--- config.mk ---
export PLATFORM = sky130hd
export DESIGN_NAME = panel_shift_driver
export DESIGN_NICKNAME = d
export VERILOG_FILES = /design/src/rtl/cube_defs_pkg.sv /design/src/rtl/phase_timer.sv /design/src/rtl/panel_shift_driver.sv
export SDC_FILE = /design/constraint.sdc
export NUM_CORES = 1
export LEC_CHECK = 0
export BUFFER_PORTS_ARGS = -buffer_cell sky130_fd_sc_hd__buf_2
export CAP_MARGIN = 25
export CORE_MARGIN = 1
export CORE_UTILIZATION = 59
export DETAILED_ROUTE_END_ITERATION = 8
export GPL_TIMING_DRIVEN = 0
export PLACE_DENSITY = 0.81
export SYNTH_ARGS = -nofsm -noshare
export SYNTH_HDL_FRONTEND = slang
export SYNTH_SLANG_ARGS = --single-unit
--- constraint.sdc ---
create_clock -name clk -period 4.1 [get_ports clk]
set_input_delay 0.82 -clock clk [delete_from_list [all_inputs] [get_ports clk]]
set_output_delay 0.82 -clock clk [all_outputs]
set_load 0.01 [all_outputs]
--- src/rtl/cube_defs_pkg.sv ---
// Board-wide defaults for the LED cube, shared by the pattern source,
// the panel driver and the top level.
package cube_defs_pkg;

    // Total bits in the daisy-chained panel shift registers.
    localparam int PANEL_CHAIN_LEN = 16;
    // clk cycles per serial-clock half period at the 50 MHz board clock.
    localparam int PANEL_CLK_DIV   = 4;

endpackage

--- src/rtl/phase_timer.sv ---
// Down-counter that times one phase of CLK_DIV cycles. Load on the first
// cycle of a phase; expired is high on the phase's last cycle.
module phase_timer #(
    parameter int CLK_DIV = 4
) (
    input  logic clk,
    input  logic reset_n,
    input  logic load,
    output logic expired
);

    localparam int CNT_W = $clog2(CLK_DIV + 1);

    logic [CNT_W-1:0] count_q;

    always_ff @(posedge clk or negedge reset_n) begin
        if (!reset_n) begin
            count_q <= '0;
        end else if (load) begin
            count_q <= CNT_W'(CLK_DIV - 1);
        end else if (count_q != '0) begin
            count_q <= count_q - CNT_W'(1);
        end
    end

    assign expired = (count_q == '0);

endmodule

--- src/rtl/panel_shift_driver.sv ---
// Serialises one pattern word MSB-first onto the panel shift-register chain
// with a divided serial clock, then pulses the storage latch.
module panel_shift_driver
    import cube_defs_pkg::*;
#(
    parameter int DATA_WIDTH = PANEL_CHAIN_LEN,
    parameter int CLK_DIV    = PANEL_CLK_DIV
) (
    input  logic                  clk,
    input  logic                  reset_n,
    input  logic [DATA_WIDTH-1:0] data_in,
    input  logic                  data_valid,
    output logic                  data_ready,
    output logic                  sclk,
    output logic                  sdata,
    output logic                  latch,
    output logic                  busy,
    output logic [1:0]            state_dbg
);

    // Handshake: a word transfers on any clk edge where data_valid and
    // data_ready are both high; data_ready is high only in IDLE, and the
    // upstream keeps data_valid/data_in stable until that edge.

    localparam int BIT_W = $clog2(DATA_WIDTH + 1);

    typedef enum logic [1:0] {
        IDLE     = 2'd0,
        SHIFT_LO = 2'd1,
        SHIFT_HI = 2'd2,
        LATCH    = 2'd3
    } state_t;

    state_t                state_q, state_d;
    logic [DATA_WIDTH-1:0] shreg_q, shreg_d;
    logic [BIT_W-1:0]      bit_cnt_q, bit_cnt_d;
    logic                  phase_done;

    phase_timer #(.CLK_DIV(CLK_DIV)) u_phase_timer (
        .clk     (clk),
        .reset_n (reset_n),
        .load    (state_d != state_q),
        .expired (phase_done)
    );

    always_comb begin
        state_d   = state_q;
        shreg_d   = shreg_q;
        bit_cnt_d = bit_cnt_q;
        case (state_q)
            IDLE: begin
                if (data_valid && data_ready) begin
                    shreg_d   = data_in;
                    bit_cnt_d = '0;
                    state_d   = SHIFT_LO;
                end
            end
            SHIFT_LO: begin
                if (phase_done) state_d = SHIFT_HI;
            end
            SHIFT_HI: begin
                if (phase_done) begin
                    if (bit_cnt_q == BIT_W'(DATA_WIDTH - 1)) begin
                        state_d = LATCH;
                    end else begin
                        shreg_d   = shreg_q << 1;
                        bit_cnt_d = bit_cnt_q + BIT_W'(1);
                        state_d   = SHIFT_LO;
                    end
                end
            end
            LATCH: begin
                if (phase_done) state_d = IDLE;
            end
            default: state_d = IDLE;
        endcase
    end

    // Outputs are decoded from the next state and registered, so they change
    // on the same edge as the state and sdata only moves at a low-phase start.
    always_ff @(posedge clk or negedge reset_n) begin
        if (!reset_n) begin
            state_q    <= IDLE;
            shreg_q    <= '0;
            bit_cnt_q  <= '0;
            sclk       <= 1'b0;
            sdata      <= 1'b0;
            latch      <= 1'b0;
            busy       <= 1'b0;
            data_ready <= 1'b1;
        end else begin
            state_q    <= state_d;
            shreg_q    <= shreg_d;
            bit_cnt_q  <= bit_cnt_d;
            sclk       <= (state_d == SHIFT_HI);
            sdata      <= ((state_d == SHIFT_LO) || (state_d == SHIFT_HI)) ?
                          shreg_d[DATA_WIDTH-1] : 1'b0;
            latch      <= (state_d == LATCH);
            busy       <= (state_d != IDLE);
            data_ready <= (state_d == IDLE);
        end
    end

    assign state_dbg = state_q;

endmodule

Word-level counts from Yosys, hierarchy flattened. Index checks and enable logic that the tools add are counted.

Memories: 0. ROM bits: 0. Bits in registers: 31. Bits in latches: 0. Output and inout port bits: 7. RAM bits: 0.

Add/subtract/negate cells: 2. Shifts and indexed selects: 0. Reduce and logical (&&, ||, !) cells: 10. Muxes and demuxes: 17. Order comparisons: 0. Bitwise logic cells: 0. Divide/modulo/power cells: 0. Multipliers: 0. Equality and inequality tests: 11.

Operators by type and width (number): two-way mux 16 bit (3); one-hot mux 16 bit (2 select lines) (1); two-way mux 5 bit (3); two-way mux 2 bit (5); one-hot mux 5 bit (2 select lines) (1); == test 2 bit (second input constant) (4); one-hot mux 2 bit (4 select lines) (1); two-way mux 3 bit (2); != test 2 bit (second input constant) (3); nonzero test 2 bit (3); adder 5 x 1 -> 5 bit (second input constant) (1); == test 5 x 4 -> 1 bit (second input constant) (1); == test 2 x 1 -> 1 bit (second input constant) (2); zero test 2 bit (2); AND reduction 4 bit (1); zero test 3 bit (1); nonzero test 3 bit (1); subtractor 3 x 1 -> 3 bit (second input constant) (1); != test 2 bit (1); logical AND 1 bit (1); logical OR 1 bit (1); two-way mux 1 bit (1).

Logic depth before layout (Yosys ltp).
Depth after elaboration: 7. Gate-level depth with buffers: 8. Mapped depth without buffers: 8.

Cells and area by module. A second synthesis with hierarchy kept.

Cell total of the unflattened synthesis: 140. Area, all modules: 1532.7 um^2.

By module, submodules not included: panel_shift_driver (area an instance 1353.8 um^2, cells an instance 123, seq. area each 701.9 um^2, instances 1); phase_timer (area an instance 178.9 um^2, cells an instance 17, seq. area each 75.1 um^2, instances 1).

Worst setup path before layout. OpenSTA, ideal clock, no wires.

Kind: register to register. From: reg bit_cnt_q[0]. To: reg sdata. Setup slack: 2.188 ns. Cell stages (with the launch flop): 9. Period minus slack after synthesis: 1.912 ns. Data arrival time: 1.777 ns. Required time: 3.965 ns. Setup time: 0.135 ns. Path through: dfrtp_1 -> ha_1 -> and3_1 -> ha_1 -> nor2b_1 -> o21ai_0 -> o21ai_0 -> ha_1 -> a21boi_0.

Word-level cells in the longest chain between the ends: 7. Elaborated cells on any way between the ends: 11. Classes of those cells: 3 x eq/ne; 7 x mux; 1 x reduce/logical.

RTL lines: start, declared (RTL line panel_shift_driver.sv:36) `logic [BIT_W-1:0] bit_cnt_q, bit_cnt_d;`; start signal, assigned (RTL line panel_shift_driver.sv:94) `bit_cnt_q <= bit_cnt_d;`; == test 5 x 4 -> 1 bit (*) (RTL line panel_shift_driver.sv:63) `if (bit_cnt_q == BIT_W'(DATA_WIDTH - 1)) begin`; two-way mux 2 bit (*) (RTL line panel_shift_driver.sv:63); two-way mux 2 bit (*) (RTL line panel_shift_driver.sv:62) `if (phase_done) begin`; one-hot mux 2 bit (4 select lines) (*) (RTL line panel_shift_driver.sv:50) `case (state_q)`; net state_d[1] (RTL line panel_shift_driver.sv:34) `state_t state_q, state_d;`; == test 2 x 1 -> 1 bit or == test 2 bit (tied branches) (RTL line panel_shift_driver.sv:96) `sdata <= ((state_d == SHIFT_LO) || (state_d == SHIFT_HI)) ?`; logical OR 1 bit (*) (RTL line panel_shift_driver.sv:96); two-way mux 1 bit (*) (RTL line panel_shift_driver.sv:96); end signal, assigned (RTL line panel_shift_driver.sv:96); end, declared (RTL line panel_shift_driver.sv:15) `output logic sdata,`.

The timed path passes the listed nets; every way through them passes the cells marked *. The select of a mux whose other input is x is not followed. A chain may end at the register's enable or synchronous reset.

Worst setup path after layout.
From: reg u_phase_timer.count_q[0]. To: reg sdata.

Word-level cells in the longest chain between the ends: 6. Elaborated cells on any way between the ends: 11. Classes of those cells: 2 x eq/ne; 7 x mux; 2 x reduce/logical.

RTL lines: start, declared (RTL line phase_timer.sv:14) `logic [CNT_W-1:0] count_q;`; start signal, assigned (RTL line phase_timer.sv:20) `count_q <= CNT_W'(CLK_DIV - 1);`; start signal, assigned (RTL line phase_timer.sv:22) `count_q <= count_q - CNT_W'(1);`; zero test 3 bit (*) (RTL line phase_timer.sv:26) `assign expired = (count_q == '0);`; two-way mux 2 bit (on tied branches) (RTL line panel_shift_driver.sv:73, panel_shift_driver.sv:62, panel_shift_driver.sv:59); one-hot mux 2 bit (4 select lines) (*) (RTL line panel_shift_driver.sv:50); net state_d[1] (RTL line panel_shift_driver.sv:34); == test 2 x 1 -> 1 bit or == test 2 bit (tied branches) (RTL line panel_shift_driver.sv:96); logical OR 1 bit (*) (RTL line panel_shift_driver.sv:96); two-way mux 1 bit (*) (RTL line panel_shift_driver.sv:96).

Marks and branches as above.

==> results.cfg <==
[outcome]
status = finished with violations
violations = DRC

[worst_setup_path]
slowest_delay_ns = 0.41
cp_top_family = adder cells
reg2reg_from = u_phase_timer.count_q[0]$_DFFE_PN0P_
critPathRequiredTime_ns = 4.32
critPathMostFrequentCell = ha_1
critPathLaunchType = flop
ff2ff_path_depth = 7
rr_endpoint = sdata$_DFF_PN0_
reg2reg_slack_ns = 1.99
cp-end-kind = flop
cp_slowest_cell = dfrtp_1
critPathLaunch = u_phase_timer.count_q[0]$_DFFE_PN0P_
cp_cell_sequence = inv_1 > ha_1 > nand2b_1 > or2_2 > o21ai_0 > ha_1 > a21boi_0
worstPathArrival_ns = 2.33
path_class = reg2reg
cp_max_fo = 6
worstSetupEndpoint = sdata$_DFF_PN0_
cp_num_cells = 7
path_buf_inv = 1

[floorplan]
start_util_pct = 62.33
io_pins = 26
die_w_um = 52.93
dieArea_mm2 = 0.002801
die_h_um = 52.93
fp-row-count = 18
core-area_mm2 = 0.002455

[routing]
drtIter0Drc = 30
route.vias.total = 1079
firstDrtPassIters = 6
route.detailed.drc = 1
finalWirelength_um = 2786
post_drt_wl_per_cell_um = 14.82
ant_nets = 0
via_per_inst = 5.739

[global_route]
grt-ovfl-total = 0
grt_use_total_pct = 24.07
grt_pass1_vias = 1055
grt_pass1_wl_um = 4650
antenna_found_initial = 0
grt_max_degree = 32

[synth]
yosysSeqAreaShare_pct = 50.78
netlist_area_mm2 = 0.001530
ys_seq_elements = 31
postSynthCellCount = 125
netlist_top_cells_area = dfrtp_1 49%, a221o_1 9.2%, and2_1 6.5%, ha_1 5.7%, buf_6 3.7%
yosysUniqueCellTypes = 32
synth_nets = 151
synth_top_area_share_pct = 49.06
synth_top_area_cell = dfrtp_1
synth_area_per_cell_um2 = 12.24
ys.flop_type = dfrtp_1
netlist_top_cells_count = 30 x dfrtp_1, 16 x and2_1, 14 x a221o_1
synth-edff-count = 0
postSynth.asyncResetShare_pct = 100.0
yosysWarnings = 0
yosysMostFrequentCell = dfrtp_1

[clock_tree]
cts_root_buf = clkbuf_4
cts_tree = done
postCtsHoldBufs = 0
cts_resized = 0
cts_sinks = 31
numCtsBuffers = 5
cts_max_path_buffers = 2
insertion_delay_ns = 0.33
clkTransAtPathRegs_ns = 0.10
h-tree-depth = 2
post_cts.repair.setup_buffers = 0

[sta]
fmax_mhz = 474.3
finalSetupViolCount = 0
setup_tns_ns = 0
hold_viol = 0
drv_slew = 0
min_period_over_period_pct = 51.43
slew_headroom_pct = 54.44
tightest_slew_ns = 0.6833
rsz0062_at_grt = false
clock_skew_ns = 0.005361
min_period_ns = 2.108

[power]
p_leak_nw = 0.8872
p_per_area_mw_per_mm2 = 659.2
vdd_drop_max_mv = 0.5156
finalPower_mw = 1.164

[finish]
n_antenna_cell = 0
drive_gt1_share_pct = 29.75
area_growth_pct = 15.37
fin_nets = 183
finalNonFillerCells = 188
fin_util_pct = 71.92

[min_path]
hp-class = in2async

[placement]
port_buffers = 25
gp_congestion = 0.7792
dp.cells = 180

[flow_run]
max_cap_viol_count = 0
-- report_power, final --
part	internal [mW]	switching (mW)	total, mW	leakage [nW]
clock network	0.100	0.110	0.210	0.0375
registers	0.441	0.0808	0.521	0.389
logic	0.222	0.210	0.432	0.461
total	0.763	0.401	1.16	0.887
-- cell usage in the layout, fill, tap and decap left out, types with 2 or more instances in the layout --
cell type / instances
a211oi_1: 2
a21o_1: 2
a221o_1: 14
a22o_1: 3
and2_1: 16
buf_2: 27
buf_6: 5
clkbuf_4: 5
clkbuf_8: 2
dfrtp_1: 30
ha_1: 7
inv_1: 8
mux2i_1: 3
nand2_1: 4
nand2b_1: 3
nor2_1: 2
nor4_1: 2
o21a_1: 2
o21ai_0: 5
-- through the flow --
step           hold slack (ns)  setup WS [ns]  cell area, um^2
2_1_floorplan           0.4658          2.189             1530
3_3_place_gp            0.4830          2.061             1693
3_5_place_dp            0.4840          2.009             1693
4_1_cts                 0.5131          1.983             1765
5_1_grt                 0.5416          1.815             1765
6_report                0.5111          1.992             1765
-- metal layers --
layer  share of wire [%]  vias up  GRT usage, %
met5                   0        -             0
met1                  42      533         28.47
met3                 5.3        2         8.621
met2                  52       30         40.30
li1                    -      514             -
met4                0.43        0         7.895
-- worst min-delay path by stage --
| stage | depth (start not counted) | endpoint | slack (ns) | startpoint |
|---|---|---|---|---|
| 2_1_floorplan | 1 | bit_cnt_q[4]$_DFFE_PN0P_ | 0.47 | bit_cnt_q[4]$_DFFE_PN0P_ |
| 3_3_place_gp | 1 | bit_cnt_q[4]$_DFFE_PN0P_ | 0.48 | bit_cnt_q[4]$_DFFE_PN0P_ |
| 3_5_place_dp | 1 | bit_cnt_q[4]$_DFFE_PN0P_ | 0.48 | bit_cnt_q[4]$_DFFE_PN0P_ |
| 4_1_cts | 1 | bit_cnt_q[4]$_DFFE_PN0P_ | 0.51 | bit_cnt_q[4]$_DFFE_PN0P_ |
| 5_1_grt | 1 | sclk$_DFF_PN0_ | 0.54 | reset_n |
| 6_report | 1 | busy$_DFF_PN0_ | 0.51 | reset_n |
-- flip-flops by register name (all words and copies together) (netlist names) --
register               cells
data_ready                 1
state_dbg                  2
sdata                      1
busy                       1
u_phase_timer.count_q      3
bit_cnt_q                  5
sclk                       1
latch                      1
shreg_q                   16
-- area by class of cell --
class	instances	area, um^2
Clock buffer	7	65.06
Timing Repair Buffer	25	125.1
Tap cell	30	37.54
Fill cell	187	689.4
Buffer	7	66.31
Sequential cell	31	777.0
Clock inverter	1	7.507
Inverter	8	30.03
Multi-Input combinational cell	79	656.9
-- cell families after synthesis --
family / count (synthesis) / synth area share [%]
muxes: 4 / 2.698
buffers and inverters: 15 / 6.296
DFF: 31 / 50.78
and+or+nand+nor: 37 / 17.42
adders and majority gates: 7 / 5.723
AOI/OAI and AO/OA: 31 / 17.09
Power figures use the tool's default switching activity.
